<file path="src/rtl/clkdiv_sched.sv">
// clkdiv_sched: two-requester ratio scheduler driving a clock-enable divider.
// Define CLKDIV_SCHED_IMMEDIATE_EN to apply ratios on the handshake edge.
module clkdiv_sched #(
  parameter int WIDE  = 8,
  parameter int DEF_N = 5
) (
  input  logic            clk,
  input  logic            rst,
  input  logic            req0_valid,
  input  logic [WIDE-1:0] req0_div,
  output logic            req0_ready,
  input  logic            req1_valid,
  input  logic [WIDE-1:0] req1_div,
  output logic            req1_ready,
  output logic            tick,
  output logic            div_out,
  output logic [WIDE-1:0] cur_div,
  output logic            busy,
  output logic            err
);

  typedef enum logic {
    RUN  = 1'b0,
    PEND = 1'b1
  } state_t;

  localparam logic [WIDE-1:0] DEF = WIDE'(DEF_N);
  localparam logic [WIDE-1:0] ONE = WIDE'(1);

  state_t          state_q;
  state_t          state_d;
  logic [WIDE-1:0] cnt_q;
  logic [WIDE-1:0] cur_q;
  logic            ptr_q;
  logic            tick_q;
  logic            dout_q;
  logic            err_q;

  logic            run;
  logic            gnt0;
  logic            gnt1;
  logic            hs;
  logic            hs_zero;
  logic [WIDE-1:0] hs_div;
  logic            wrap;

  always_comb begin
    run     = (state_q == RUN);
    gnt0    = run & ~rst & req0_valid & (~req1_valid | ~ptr_q);
    gnt1    = run & ~rst & req1_valid & (~req0_valid | ptr_q);
    hs      = gnt0 | gnt1;
    hs_div  = gnt0 ? req0_div : req1_div;
    hs_zero = (hs_div == '0);
    wrap    = (cnt_q == cur_q - ONE);
  end

  always_comb begin
    state_d = state_q;
    unique case (state_q)
      RUN: begin
`ifndef CLKDIV_SCHED_IMMEDIATE_EN
        if (hs && !hs_zero) state_d = PEND;
`endif
      end
      PEND: begin
        if (wrap) state_d = RUN;
      end
      default: state_d = RUN;
    endcase
  end

`ifndef CLKDIV_SCHED_IMMEDIATE_EN
  logic [WIDE-1:0] pend_q;

  always_ff @(posedge clk) begin
    if (rst) begin
      pend_q <= DEF;
    end else if (hs && !hs_zero) begin
      pend_q <= hs_div;
    end
  end
`endif

  always_ff @(posedge clk) begin
    if (rst) begin
      state_q <= RUN;
      cnt_q   <= '0;
      cur_q   <= DEF;
      ptr_q   <= 1'b0;
      tick_q  <= 1'b0;
      dout_q  <= 1'b0;
      err_q   <= 1'b0;
    end else begin
      state_q <= state_d;
      tick_q  <= wrap;
      dout_q  <= (cnt_q >= (cur_q >> 1));
      err_q   <= hs & hs_zero;
      if (hs) ptr_q <= ~ptr_q;
      cnt_q   <= wrap ? '0 : cnt_q + ONE;
`ifdef CLKDIV_SCHED_IMMEDIATE_EN
      // truncate the running period and restart at the new ratio
      if (hs && !hs_zero) begin
        cur_q <= hs_div;
        cnt_q <= '0;
      end
`else
      if (state_q == PEND && wrap) cur_q <= pend_q;
`endif
    end
  end

  assign req0_ready = gnt0;
  assign req1_ready = gnt1;
  assign tick       = tick_q;
  assign div_out    = dout_q;
  assign cur_div    = cur_q;
  assign err        = err_q;
`ifdef CLKDIV_SCHED_IMMEDIATE_EN
  assign busy       = 1'b0;
`else
  assign busy       = (state_q == PEND);
`endif

endmodule
</file>
<file path="config.mk">
export PLATFORM = sky130hd
export DESIGN_NAME = clkdiv_sched
export DESIGN_NICKNAME = d
export VERILOG_FILES = /design/src/rtl/clkdiv_sched.sv
export SDC_FILE = /design/constraint.sdc
export NUM_CORES = 1
export LEC_CHECK = 0
export ABC_AREA = 1
export BUFFER_PORTS_ARGS = -buffer_cell sky130_fd_sc_hd__buf_2
export CAP_MARGIN = 10
export CORE_MARGIN = 1
export CORE_UTILIZATION = 55
export CTS_CLUSTER_DIAMETER = 80
export DETAILED_ROUTE_END_ITERATION = 8
export HOLD_SLACK_MARGIN = 0.12
export PLACE_DENSITY_LB_ADDON = 0.2
export SLEW_MARGIN = 30
export SYNTH_ARGS = -nofsm -noshare
export SYNTH_HDL_FRONTEND = slang
export SYNTH_SLANG_ARGS = --single-unit
</file>
<file path="constraint.sdc">
create_clock -name clk -period 2.1 [get_ports clk]
set_clock_uncertainty 0.1 [all_clocks]
set_input_delay 0.105 -clock clk [delete_from_list [all_inputs] [get_ports clk]]
set_output_delay 0.105 -clock clk [all_outputs]
set_load 0.01 [all_outputs]
</file>
# ---- Yosys cells after proc, flatten, opt, wreduce, memory -nomap -nowiden
# Cells that the tools add are included.
dict set report op_classes {
  reduce_logical 5
  n_eq_ne 1
  mux 4
  bitwise 14
  addsub 2
  n_lt_le_gt_ge 1
}
# op n
set op_table {}
lappend op_table {{$add 8x1->8 const B} 1}
lappend op_table {{$eq 8x8->1} 1}
lappend op_table {{$ge 8x7->1} 1}
lappend op_table {{$logic_not 8->1} 1}
lappend op_table {{$mux 8} 1}
lappend op_table {{$sub 8x1->8 const B} 1}
lappend op_table {{$and 1x1->1} 6}
lappend op_table {{$not 1->1} 5}
lappend op_table {{$or 1x1->1} 3}
lappend op_table {{$logic_and 1x1->1} 2}
lappend op_table {{$mux 1} 2}
lappend op_table {{$pmux 1 s2} 1}
lappend op_table {{$reduce_or 2->1} 1}
lappend op_table {{$logic_not 1->1} 1}
dict set report totals {
  register_bits 29
  output_inout_bits 14
  input_bits 20
  word_cells 35
}

# ---- Longest topological paths before layout
dict set report logic_depth {
  ltp_word 10
  mapped_depth 14
  mapped_depth_nobuf 13
}

# ---- Worst setup path before layout
# No wires, ideal clock.
dict set report synth_path {
  kind {flip-flop to flip-flop}
  start {register cur_q[0], in the netlist cur_div[0]}
  end {register cur_q[2], in the netlist cur_div[2]}
  arrival_time_ns 1.731
  setup_ns 0.130
  setup_slack_ns 0.139
  path_stages_with_launch 14
  path_cell_list {dfxtp_1 inv_2 ha_1 inv_1 nand2_1 nand2_1 nand2_1 a21oi_1 nand2_1 nor2_2 nand3_2 buf_2 nand2_1 nand3_1}
}
dict set report synth_via {
  elab_chain_cells 3
}
# element line_no
set synth_lines {}
lappend synth_lines {{from (decl)} 33} ;# logic [WIDE-1:0] cur_q;
lappend synth_lines {{from (signal assigned)} 107} ;# if (state_q == PEND && wrap) cur_q <= pend_q;
lappend synth_lines {{$sub 8x1->8} 54} ;# wrap = (cnt_q == cur_q - ONE);
lappend synth_lines {{$eq 8x8->1} 54}
lappend synth_lines {{$logic_and 1x1->1} 107}
# No other way between the ends.
# A chain may end at the register's enable or synchronous reset.

# ---- Worst setup path after layout
dict set report layout_path {
  start {input port rst}
  end {register pend_q[4]}
}
dict set report layout_via {
  elab_chain_cells 8
}
# element line_no
set layout_lines {}
lappend layout_lines {{from (decl)} 8} ;# input logic rst,
lappend layout_lines {{$not 1->1} {49, 50}}
lappend layout_lines {{$and 1x1->1} {49, 50}}
lappend layout_lines {{$and 1x1->1 (2 in a row)} 49} ;# gnt0 = run & ~rst & req0_valid & (~req1_valid | ~ptr_q);
lappend layout_lines {{$mux 8} 52} ;# hs_div = gnt0 ? req0_div : req1_div;
lappend layout_lines {{$logic_not 8->1} 53} ;# hs_zero = (hs_div == '0);
lappend layout_lines {{$logic_not 1->1} 78} ;# end else if (hs && !hs_zero) begin
lappend layout_lines {{$logic_and 1x1->1} 78}
lappend layout_lines {{to (signal assigned)} 79} ;# pend_q <= hs_div;
lappend layout_lines {{to (decl)} 73} ;# logic [WIDE-1:0] pend_q;
# Parallel ways exist; a longest one is shown, timed or not.

==> impl_metrics.yaml <==
outcome:
  status: "completed"
global_route:
  grt_pass1_vias: 1778
  grt_max_degree: 18
  grt_pass1_wl_um: 7450
  grt_antenna_before_repair: 0
  grt_usage_pct: 28.7
  grt_overflow_total: 0
hold_path:
  worstHoldPathCells: 7
  hold_path.class: "in -> reg"
synth:
  synthAdderAreaFrac_pct: 6.26
  ys_types: 30
  ys_ff_latch: 29
  synthMuxAreaShare_pct: 0
  syn_area_um2: 1800
  yosysWarnings: 0
  synth_compound_area_share_pct: 6.95
  ys_seq_area_share_pct: 32.3
  synth.avg_cell_area_um2: 6.40
  synth_xor_xnor_area_share_pct: 2.92
  syn_nets: 310
  synth_cells: 281
  synth-simple-area-share_pct: 41.5
  synth_top_family_by_area: "simple AND/OR/NAND/NOR gates"
sta:
  fin_setup_tns_ns: 0
  final-max-slew-violation-count: 0
  post-route-period-util_pct: 90.2
  rsz0062_at_grt: "no"
  holdWs_ns: 0.146
  relSlewSlack_pct: 72.3
  finalSetupViolCount: 0
  hold_viol_final: 0
  min_period_ns: 1.89
  max_freq_ghz: 0.528
  worst_pin_slew_ns: 0.412
clock_network:
  clk_pin_slew_worst_paths_ns: 0.10
  clkSinkCount: 29
  worstSkewPairLatency_ns: 0.34
  cts_root_buffer: "clkbuf_4"
  htree_levels: 2
  cts_tree: "built"
  clock_path_buffers: 2
  numCtsBuffers: 5
drt:
  wire_per_inst_um: 11.9
  num_vias: 1903
  drt_first_pass_iters: 4
  drt_iter0_markers: 82
  postRouteAntennaNets: 0
  via_per_inst: 5.05
  wirelength_um: 4490
  drt_drc_violations_left: 0
placed_design:
  io_buffer_count: 33
  dpl.cell_count: 358
  gp_congestion: 0.951
  place.detailed.hpwl_um: 3220
worst_setup_path:
  r2r_start: "cur_div[0]$_SDFFE_PP1P_"
  path_buf_inv: 3
  r2r_end: "cnt_q[5]$_SDFF_PP0_"
  endpoint: "pend_q[4]$_SDFFE_PP0P_"
  path_max_fanout: 17
  start_kind: "primary input"
  path_class: "in -> reg"
  arrival_ns: 2.04
  cp-end-kind: "register"
  crit_chain: "dlygate4sd3_1 -> buf_2 -> nor2_4 -> nand3_4 -> o21ai_1 -> nand2_1 -> nor2_2 -> nand2_2 -> nand2_4 -> inv_2 -> nor2_1 -> nor2_1"
  crit_required_ns: 2.25
  ff2ff_setup_slack_ns: 0.21
  critical_path.top_delay_family: "simple AND/OR/NAND/NOR gates"
  cp-startpoint: "rst"
  r2r_cells: 11
  critPathMostFrequentCell: "nor2_1"
  slowest_stage: "dlygate4sd3_1"
  cp.depth: 12
  critPathMaxStageDelay_ns: 0.53
final_layout:
  final_cells: 377
  n_antenna_cell: 0
  area_growth_pct: 23.5
  drive_above_1_share_pct: 20.4
  fin_nets: 361
power:
  p_leak_uw: 0.00118
  ir_drop_mv: 0.501
  powerDensity_nw_per_um2: 680
die:
  row_count: 20
  boundaryPins: 34
  die-height_um: 59.2
  die_x_um: 59.2
  dieArea_um2: 3500
  start_util_pct: 58.5
  core_area_um2: 3080
job:
  cap_violations: 0
-- layer usage --
metal  wire (um)  up-vias  global-route usage [%]  share of wire, %
li1            -      982                       -                 -
met1        1940      851                    31.5                43
met2        2160       54                    50.7                48
met3         181       16                    6.33               4.0
met4         206        0                    16.0               4.6
met5           0        -                       0                 0
-- worst register-to-register path, delay by kind of cell, from the launching register on --
family,cells,cell delay (ns)
and+or+nand+nor,9,1.02
DFF,1,0.33
adders and majority gates,1,0.22
buffers and inverters,1,0.09
-- cells in the mapped netlist (all sizes together) --
cell	instances	area, um^2
a21o	1	7.51
a21oi	7	35.0
dfxtp	29	581
xnor2	2	17.5
inv	42	158
nand2	83	322
nand3	24	138
nor3	4	20.0
ha	9	113
buf	2	16.3
o21ai	13	68.8
xor2	4	35.0
nor4	1	6.26
clkbuf	2	7.51
nor2	48	208
a31oi	1	6.26
nand4	5	31.3
a211oi	1	7.51
nand3b	2	15.0
nor3b	1	7.51
-- through the flow --
stage          util [%]  instance area, um^2  setup slack, ns  power, uW
2_1_floorplan         -                 1800            0.139        994
3_3_place_gp       65.8                 2030            0.122       1130
3_5_place_dp       65.8                 2030           0.0976       1140
4_1_cts            71.3                 2200           0.0743       1500
5_1_grt            72.2                 2220          0.00984       1600
6_report           72.2                 2220            0.206       1510
-- logic make-up (layout without fill, tap and decap cells) --
logic type / after synthesis / count (layout)
simple gates: 168 / 168
buf+inv: 46 / 98
flops: 29 / 29
compound gates: 23 / 23
fa+ha+maj: 9 / 9
xor+xnor: 6 / 6
-- layout by cell type (no fill, tap or decap), types with 3 or more instances in the layout --
cell / Yosys / routed
a21oi_1: 7 / 7
buf_2: 1 / 33
buf_4: 0 / 4
clkbuf_4: 0 / 5
clkinvlp_4: 0 / 3
dfxtp_1: 29 / 28
dlygate4sd3_1: 0 / 11
ha_1: 9 / 8
inv_1: 35 / 35
inv_2: 7 / 7
nand2_1: 81 / 80
nand3_1: 22 / 22
nand4_1: 5 / 5
nor2_1: 41 / 41
nor2_2: 5 / 4
nor2_4: 2 / 3
nor3_1: 4 / 4
o21ai_0: 3 / 3
o21ai_1: 9 / 9
xor2_1: 4 / 3
-- power breakdown --
| part | internal, uW | switching, uW | total (uW) |
|---|---|---|---|
| Combinational | 198 | 303 | 501 |
| Clock | 129 | 215 | 344 |
| Sequential | 615 | 50.1 | 665 |
| Total | 942 | 568 | 1510 |
-- repair_timing --
item                                    in CTS  in global routing
hold endpoints to repair                    12                  0
buffers inserted                             0                  0
resized for setup                            0                  6
endpoints found under the setup margin       0                 17
hold buffers                                11                  0
-- state kept, by name, indices dropped and copies added (netlist names) --
register,cells
div_out,1
err,1
tick,1
busy,1
cur_div,8
ptr_q,1
pend_q,8
cnt_q,8
-- worst min-delay path by stage --
stage               slack, ns                     end   startpoint
floorplan                0.08         tick$_SDFF_PP0_          rst
global placement         0.24         tick$_SDFF_PP0_          rst
detailed placement       0.24         tick$_SDFF_PP0_          rst
CTS                      0.13  pend_q[4]$_SDFFE_PP0P_  req1_div[4]
global route             0.20  pend_q[3]$_SDFFE_PP0P_  req1_div[3]
finish                   0.15  pend_q[4]$_SDFFE_PP0P_  req1_div[4]
-- final cells by class --
type	count	area (um^2)
sequential	29	582
clock buffer	5	37.5
inverter	42	158
timing repair buffer	48	305
clock inverter	3	22.5
fill	282	856
tap	44	55.1
multi-input combinational	206	1060
(Power assumes the default switching activity.)
